`src/rtl/rob_commit_pkg.sv`:
```
// Shared RS/ROB definitions: ROB geometry, tag widths and the commit FSM states.
package rob_commit_pkg;

  localparam int unsigned ROB_ROW_COUNT = 64;
  localparam int unsigned ROB_IDX_W     = $clog2(ROB_ROW_COUNT);
  localparam int unsigned PREG_TAG_W    = 6;
  localparam int unsigned PC_W          = 32;
  localparam int unsigned RETIRE_CNT_W  = 16;

  // Commit FSM states
  localparam logic [0:0] ST_CHECK     = 1'b0;
  localparam logic [0:0] ST_FREE_WAIT = 1'b1;

endpackage

```
`src/rtl/rob_commit_unit.sv`:
```
// In-order ROB retirement: retires the head row once complete, pulses commit
// and clear, and hands the superseded physical tag to the free list.
module rob_commit_unit
  import rob_commit_pkg::*;
#(
  parameter int unsigned ROB_ROWS = ROB_ROW_COUNT,
  parameter int unsigned PREG_W   = PREG_TAG_W
) (
  input  logic                    clk,
  input  logic                    rst_n,
  output logic [ROB_IDX_W-1:0]    rob_head_idx,
  input  logic                    rob_used,
  input  logic                    rob_completed,
  input  logic [PREG_W-1:0]       rob_destreg,
  input  logic [PREG_W-1:0]       rob_old_destreg,
  input  logic [PC_W-1:0]         rob_pc,
  output logic                    rob_clear_en,
  output logic [ROB_IDX_W-1:0]    rob_clear_idx,
  output logic                    commit_valid,
  output logic [PC_W-1:0]         commit_pc,
  output logic [PREG_W-1:0]       commit_destreg,
  output logic                    free_valid,
  output logic [PREG_W-1:0]       free_preg,
  input  logic                    free_ready,
  input  logic                    flush,
  input  logic [ROB_IDX_W-1:0]    flush_head,
  output logic [RETIRE_CNT_W-1:0] retired_count
);

  localparam logic [ROB_IDX_W-1:0] HEAD_MASK = ROB_IDX_W'(ROB_ROWS - 1);

  logic [0:0]              state, state_nxt;
  logic [ROB_IDX_W-1:0]    head, head_nxt;
  logic                    commit_valid_nxt, clear_en_nxt, free_valid_nxt;
  logic [PC_W-1:0]         commit_pc_nxt;
  logic [PREG_W-1:0]       commit_destreg_nxt, free_preg_nxt;
  logic [ROB_IDX_W-1:0]    clear_idx_nxt;
  logic [RETIRE_CNT_W-1:0] count_nxt;

  assign rob_head_idx = head;

  // Next-state and next-output decode
  always_comb begin
    state_nxt          = state;
    head_nxt           = head;
    commit_valid_nxt   = 1'b0;
    commit_pc_nxt      = commit_pc;
    commit_destreg_nxt = commit_destreg;
    clear_en_nxt       = 1'b0;
    clear_idx_nxt      = rob_clear_idx;
    free_valid_nxt     = free_valid;
    free_preg_nxt      = free_preg;
    count_nxt          = retired_count;
    case (state)
      ST_CHECK: begin
        if (flush) begin
          head_nxt = flush_head;
        end else if (rob_used && rob_completed) begin
          commit_valid_nxt   = 1'b1;
          commit_pc_nxt      = rob_pc;
          commit_destreg_nxt = rob_destreg;
          clear_en_nxt       = 1'b1;
          clear_idx_nxt      = head;
          head_nxt           = (head + ROB_IDX_W'(1)) & HEAD_MASK;
          count_nxt          = retired_count + RETIRE_CNT_W'(1);
          // x0 mapping owns no physical register, so nothing to release
          if (rob_old_destreg != '0) begin
            free_valid_nxt = 1'b1;
            free_preg_nxt  = rob_old_destreg;
            state_nxt      = ST_FREE_WAIT;
          end
        end
      end
      ST_FREE_WAIT: begin
        // A flush redirects the head but the pending free is already architectural
        if (flush) head_nxt = flush_head;
        if (free_valid && free_ready) begin
          free_valid_nxt = 1'b0;
          state_nxt      = ST_CHECK;
        end
      end
      default: state_nxt = ST_CHECK;
    endcase
  end

  // State and registered outputs
  always_ff @(posedge clk or negedge rst_n) begin
    if (!rst_n) begin
      state          <= ST_CHECK;
      head           <= '0;
      commit_valid   <= 1'b0;
      commit_pc      <= '0;
      commit_destreg <= '0;
      rob_clear_en   <= 1'b0;
      rob_clear_idx  <= '0;
      free_valid     <= 1'b0;
      free_preg      <= '0;
      retired_count  <= '0;
    end else begin
      state          <= state_nxt;
      head           <= head_nxt;
      commit_valid   <= commit_valid_nxt;
      commit_pc      <= commit_pc_nxt;
      commit_destreg <= commit_destreg_nxt;
      rob_clear_en   <= clear_en_nxt;
      rob_clear_idx  <= clear_idx_nxt;
      free_valid     <= free_valid_nxt;
      free_preg      <= free_preg_nxt;
      retired_count  <= count_nxt;
    end
  end

endmodule

```
`config.mk`:
```
export PLATFORM = sky130hd
export DESIGN_NAME = rob_commit_unit
export DESIGN_NICKNAME = d
export VERILOG_FILES = /design/src/rtl/rob_commit_pkg.sv /design/src/rtl/rob_commit_unit.sv
export SDC_FILE = /design/constraint.sdc
export NUM_CORES = 1
export LEC_CHECK = 0
export ABC_AREA = 1
export CORE_MARGIN = 2
export CORE_UTILIZATION = 47
export DETAILED_ROUTE_END_ITERATION = 7
export PLACE_DENSITY_LB_ADDON = 0.05
export REMOVE_ABC_BUFFERS = 1
export SLEW_MARGIN = 20
export SYNTH_ARGS = -nofsm -noshare
export SYNTH_HDL_FRONTEND = slang
export SYNTH_SLANG_ARGS = --single-unit
```
`constraint.sdc`:
```
create_clock -name clk -period 3.67 [get_ports clk]
set_input_delay 0.734 -clock clk [delete_from_list [all_inputs] [get_ports clk]]
set_output_delay 0.734 -clock clk [all_outputs]
set_load 0.005 [all_outputs]
```
# Yosys cells after proc, flatten, opt, wreduce, memory -nomap -nowiden
# Cells that the tools add are included.
# op_classes
bitwise_logic	2
reduce_logical	7
muxes	17
n_eq_ne	6
n_addsub	2
# op_table
op	n
6-bit two-way mux	3
16-bit by 1-bit adder with 16-bit output, second input constant	1
6-bit one-hot mux with 2 select lines	1
1-bit two-way mux	11
2-bit inequality test, second input constant	4
4-bit AND reduction	2
6-bit by 1-bit adder with 6-bit output, second input constant	1
6-bit nonzero test	1
1-bit one-hot mux with 2 select lines	2
3-bit inequality test, second input constant	1
3-bit AND reduction	1
1-bit logical AND	2
2-bit by 1-bit inequality test with 1-bit output, second input constant	1
1-bit NOT	2
2-bit AND reduction	1
# totals
out_inout_bits	75
inputBits	56
register_bits	75
wordCells	43

# Depth between registers and ports, before layout
# depth
depth_word	5
depth_mapped	9
depth_no_buf	9

# Worst setup path before layout
# Ideal clock, no wire load.
# synth_timing
kind	in2reg
start	in flush
end	reg retired_count[13]
stages	8
slack_ns	2.159
arrival_time_ns	1.394
setup_ns	0.117
n_path_buf	0
required_time_ns	3.553
cell_sequence	inv_2 -> nand2_4 -> nor2_8 -> nand2_4 -> nor2_8 -> nand3_1 -> nand2_1 -> nand2_1
# synth_via
elab_chain_cells	2
# synth_lines
item	line_no	rtl
from (decl)	rob_commit_unit.sv:25	input logic flush,
1-bit NOT (no line)	n/a	
3-bit AND reduction (no line)	n/a	
to (signal assigned)	rob_commit_unit.sv:109	retired_count <= count_nxt;
to (decl)	rob_commit_unit.sv:27	output logic [RETIRE_CNT_W-1:0] retired_count
# Every way passes these cells.
# A chain may end at the register's enable or synchronous reset.

# Final worst setup path
# layout_timing
start	in rob_used
end	reg retired_count[8]
# layout_via
elab_chain_cells	2
# layout_lines
item	line_no	rtl
from (decl)	rob_commit_unit.sv:12	input logic rob_used,
1-bit logical AND	rob_commit_unit.sv:58	end else if (rob_used && rob_completed) begin
3-bit AND reduction (no line)	n/a	
# Every way passes these cells.

==> impl_metrics.env <==
export IMPL_status="completed"
export IMPL_m1WireLength_mm=3.287
export IMPL_portBuffers=130
export IMPL_placement_rows=30
export IMPL_timing_max_transition_violations_final=0
export IMPL_stdcell_count=613
export IMPL_total_power_uw=3059
export IMPL_post_route_drc_count=0
export IMPL_total_leakage_power_uw=0.002365
export IMPL_critical_path_cell_chain="clkdlybuf4s50_1, nand2_2, inv_1, nand2_4, nor2_4, nand2_2, nor2_2, xor2_1"
export IMPL_synth_area_per_cell_um2=8.814
export IMPL_endpoint_required_time_on_the_critical_path_ps=3940
export IMPL_wl_met2_mm=3.655
export IMPL_coreArea_um2=6869
export IMPL_vdd_ir_drop_worst_mv=0.3368
export IMPL_critical_path_most_common_cell="nand2_2"
export IMPL_worst_path_largest_cell_delay_ps=470
export IMPL_critPathLaunchType="primary input"
export IMPL_cp_end_kind="flip-flop"
export IMPL_die_area_um2=7877
export IMPL_utilization_pct=70.29
export IMPL_synth_area_um2=3376
export IMPL_setup_repair_after_global_routing_missed_its_margin="false"
export IMPL_hold_worst_slack_ps=480.8
export IMPL_cts_buffers_inserted=9
export IMPL_topRoutingLayerUsed="met4"
export IMPL_drive_above_1_share_pct=7.930
export IMPL_ys_warnings_count=0
export IMPL_syn_inst=383
export IMPL_critPathSlowestCell="clkdlybuf4s50_1"
export IMPL_post_synth_main_area_contributors="dfrtp_1 (56%), nand2_1 (20%), inv_1 (2.8%)"
export IMPL_antenna_found_initial=0
export IMPL_hold_end="commit_pc[6]"
export IMPL_final_period_minus_worst_setup_slack_ps=2118
export IMPL_hold_violations=0
export IMPL_synth_top_area_share_pct=55.60
export IMPL_yosysTopAreaCell="dfrtp_1"
export IMPL_routed_wirelength_mm=7.644
export IMPL_path_clk_slew_ps=70
export IMPL_dp_hpwl_mm=5.413
export IMPL_crit_path_buffers_inverters=2
export IMPL_cts_root_buf="clkbuf_8"
export IMPL_cellPowerDensity_nw_per_um2=633.5
export IMPL_die_h_um=88.75
export IMPL_setup_violations_final=0
export IMPL_clock_tree_from_tritoncts="built"
export IMPL_timing_critical_path_fanout_max=57
export IMPL_post_drt_via_cell_ratio=4.643
export IMPL_holdPathStages=2
export IMPL_critical_path_data_arrival_time_ps=2380
export IMPL_htree_levels=3
export IMPL_first_global_vias=2770
export IMPL_synth_ff_latch_count=75
export IMPL_fin_crit_sh_pct=57.70
export IMPL_detailroute_wirelength_met3_um=568
export IMPL_critPathKind="primary input to flip-flop"
export IMPL_postCtsHoldBufs=0
export IMPL_crit_reg2reg_capture="retired_count[8]"
export IMPL_seq_area_frac_synth_pct=55.60
export IMPL_globalRoute_totalOverflow=0
export IMPL_drtIter0Drc=98
export IMPL_rr_startpoint="state"
export IMPL_nFillCells=548
export IMPL_grt_start_max_net_pins=76
export IMPL_clk_latency_ps=340
export IMPL_place_inst=597
export IMPL_first_pass_grt_wire_length_mm=12.54
export IMPL_fmax_achieved_mhz=472.2
export IMPL_max_slew_margin_rel_pct=38.43
export IMPL_fp_dieW_um=88.75
export IMPL_worst_case_clock_skew_ps=5.047
export IMPL_worst_hold_path_type="flip-flop to flip-flop"
export IMPL_routabilityCongestion=0.8007
export IMPL_cts_buffer_depth=2
export IMPL_totalNegativeSetupSlack_ps=0
export IMPL_distinct_cell_type_count_after_synthesis=27
export IMPL_cts_repair_resize_count=0
export IMPL_worstRegToRegCells=6
export IMPL_worst_hold_path_startpoint="commit_pc[6]"
export IMPL_global_route_usage_total_pct=20.72
export IMPL_cap_viol_max_count=0
export IMPL_mostFrequentLayoutCells="nand2_1 (177), clkdlybuf4s50_1 (129), dfrtp_1 (75)"
export IMPL_max_slew_worst_pin_slew_ps=923.5
export IMPL_setup_slack_reg_to_reg_ps=1980
export IMPL_initial_utilization_pct=49.14
export IMPL_post_drt_wl_per_cell_um=12.47
export IMPL_post_cts_buffers=0
export IMPL_layout_area_overhead_vs_synth_pct=43.03
export IMPL_worst_path_dominant_cell_family="simple AND/OR/NAND/NOR gates"
export IMPL_final_common_cell="nand2_1"
export IMPL_first_pass_iters=4
export IMPL_detailroute_via_count=2846
export IMPL_finish_net_count=570
export IMPL_ios=131
export IMPL_diodes=0
export IMPL_ant_nets=0
export IMPL_tritoncts_num_sinks=75
## power breakdown
part           internal [uW]  switching (uW)
clock                    243             282
sequential              1140             223
combinational            733             442
total                   2110             947
## tightest hold or removal path, cell delays in order (launching register included)
cell     delay, ps
dfrtp_1        350
nand2_1         50
nand2_1         50
## metal layers
layer	vias up	global-route usage [%]
met3	11	6.810
met1	1325	25.62
li1	1426	-
met2	84	33.65
met4	0	8.264
met5	-	0
## area by class of cell
cell class / instances / area [um2] / share of cell area, %
Clock inverter: 3 / 15.01 / 0.3110
Tap cell: 96 / 120.1 / 2.488
Multi-Input combinational cell: 268 / 1270 / 26.30
Clock buffer: 13 / 138.9 / 2.876
Sequential cell: 75 / 1877 / 38.87
Timing Repair Buffer: 131 / 1306 / 27.05
Inverter: 27 / 101.3 / 2.099
## per-stage QoR
step                      setup WS, ps  area (um2)
after global routing              1404        4828
after CTS                         1544        4828
after detailed placement          1173        4674
after floorplan                   1787        3248
after global placement            1231        4674
final                             1552        4828
## worst max path at each step
stage | start | endpoint | slack (ps) | cells past startpoint
2_1_floorplan | flush | retired_count[13] | 1790 | 8
3_3_place_gp | rob_used | retired_count[8] | 1230 | 8
3_5_place_dp | rob_completed | retired_count[8] | 1170 | 8
4_1_cts | rob_used | retired_count[8] | 1540 | 8
5_1_grt | rob_used | retired_count[8] | 1400 | 8
6_report | rob_used | retired_count[8] | 1550 | 8
## kinds of logic after synthesis
| logic type | synth area share [%] |
|---|---|
| AOI/OAI and AO/OA | 3.781 |
| xor gates and xnor gates | 3.113 |
| adders and majority gates | 0.7412 |
| buffers and inverters | 6.783 |
| DFF | 55.60 |
| and+or+nand+nor | 29.99 |
## sequential cells by signal, indices dropped and copies added (netlist names)
register / cells
state: 1
commit_destreg: 6
rob_clear_idx: 6
retired_count: 16
free_preg: 6
commit_pc: 32
free_valid: 1
commit_valid: 1
rob_head_idx: 6
## synthesized netlist by cell type (all sizes together)
| cell | instances |
|---|---|
| o21ai | 20 |
| nand2 | 191 |
| xnor2 | 5 |
| xor2 | 7 |
| buf | 13 |
| nand3b | 1 |
| dfrtp | 75 |
| o211ai | 1 |
| o22ai | 1 |
| inv | 27 |
| nand3 | 8 |
| a31oi | 1 |
| ha | 2 |
| nor3 | 1 |
| nor2 | 24 |
| nand4 | 6 |
(Power assumes the default switching activity.)
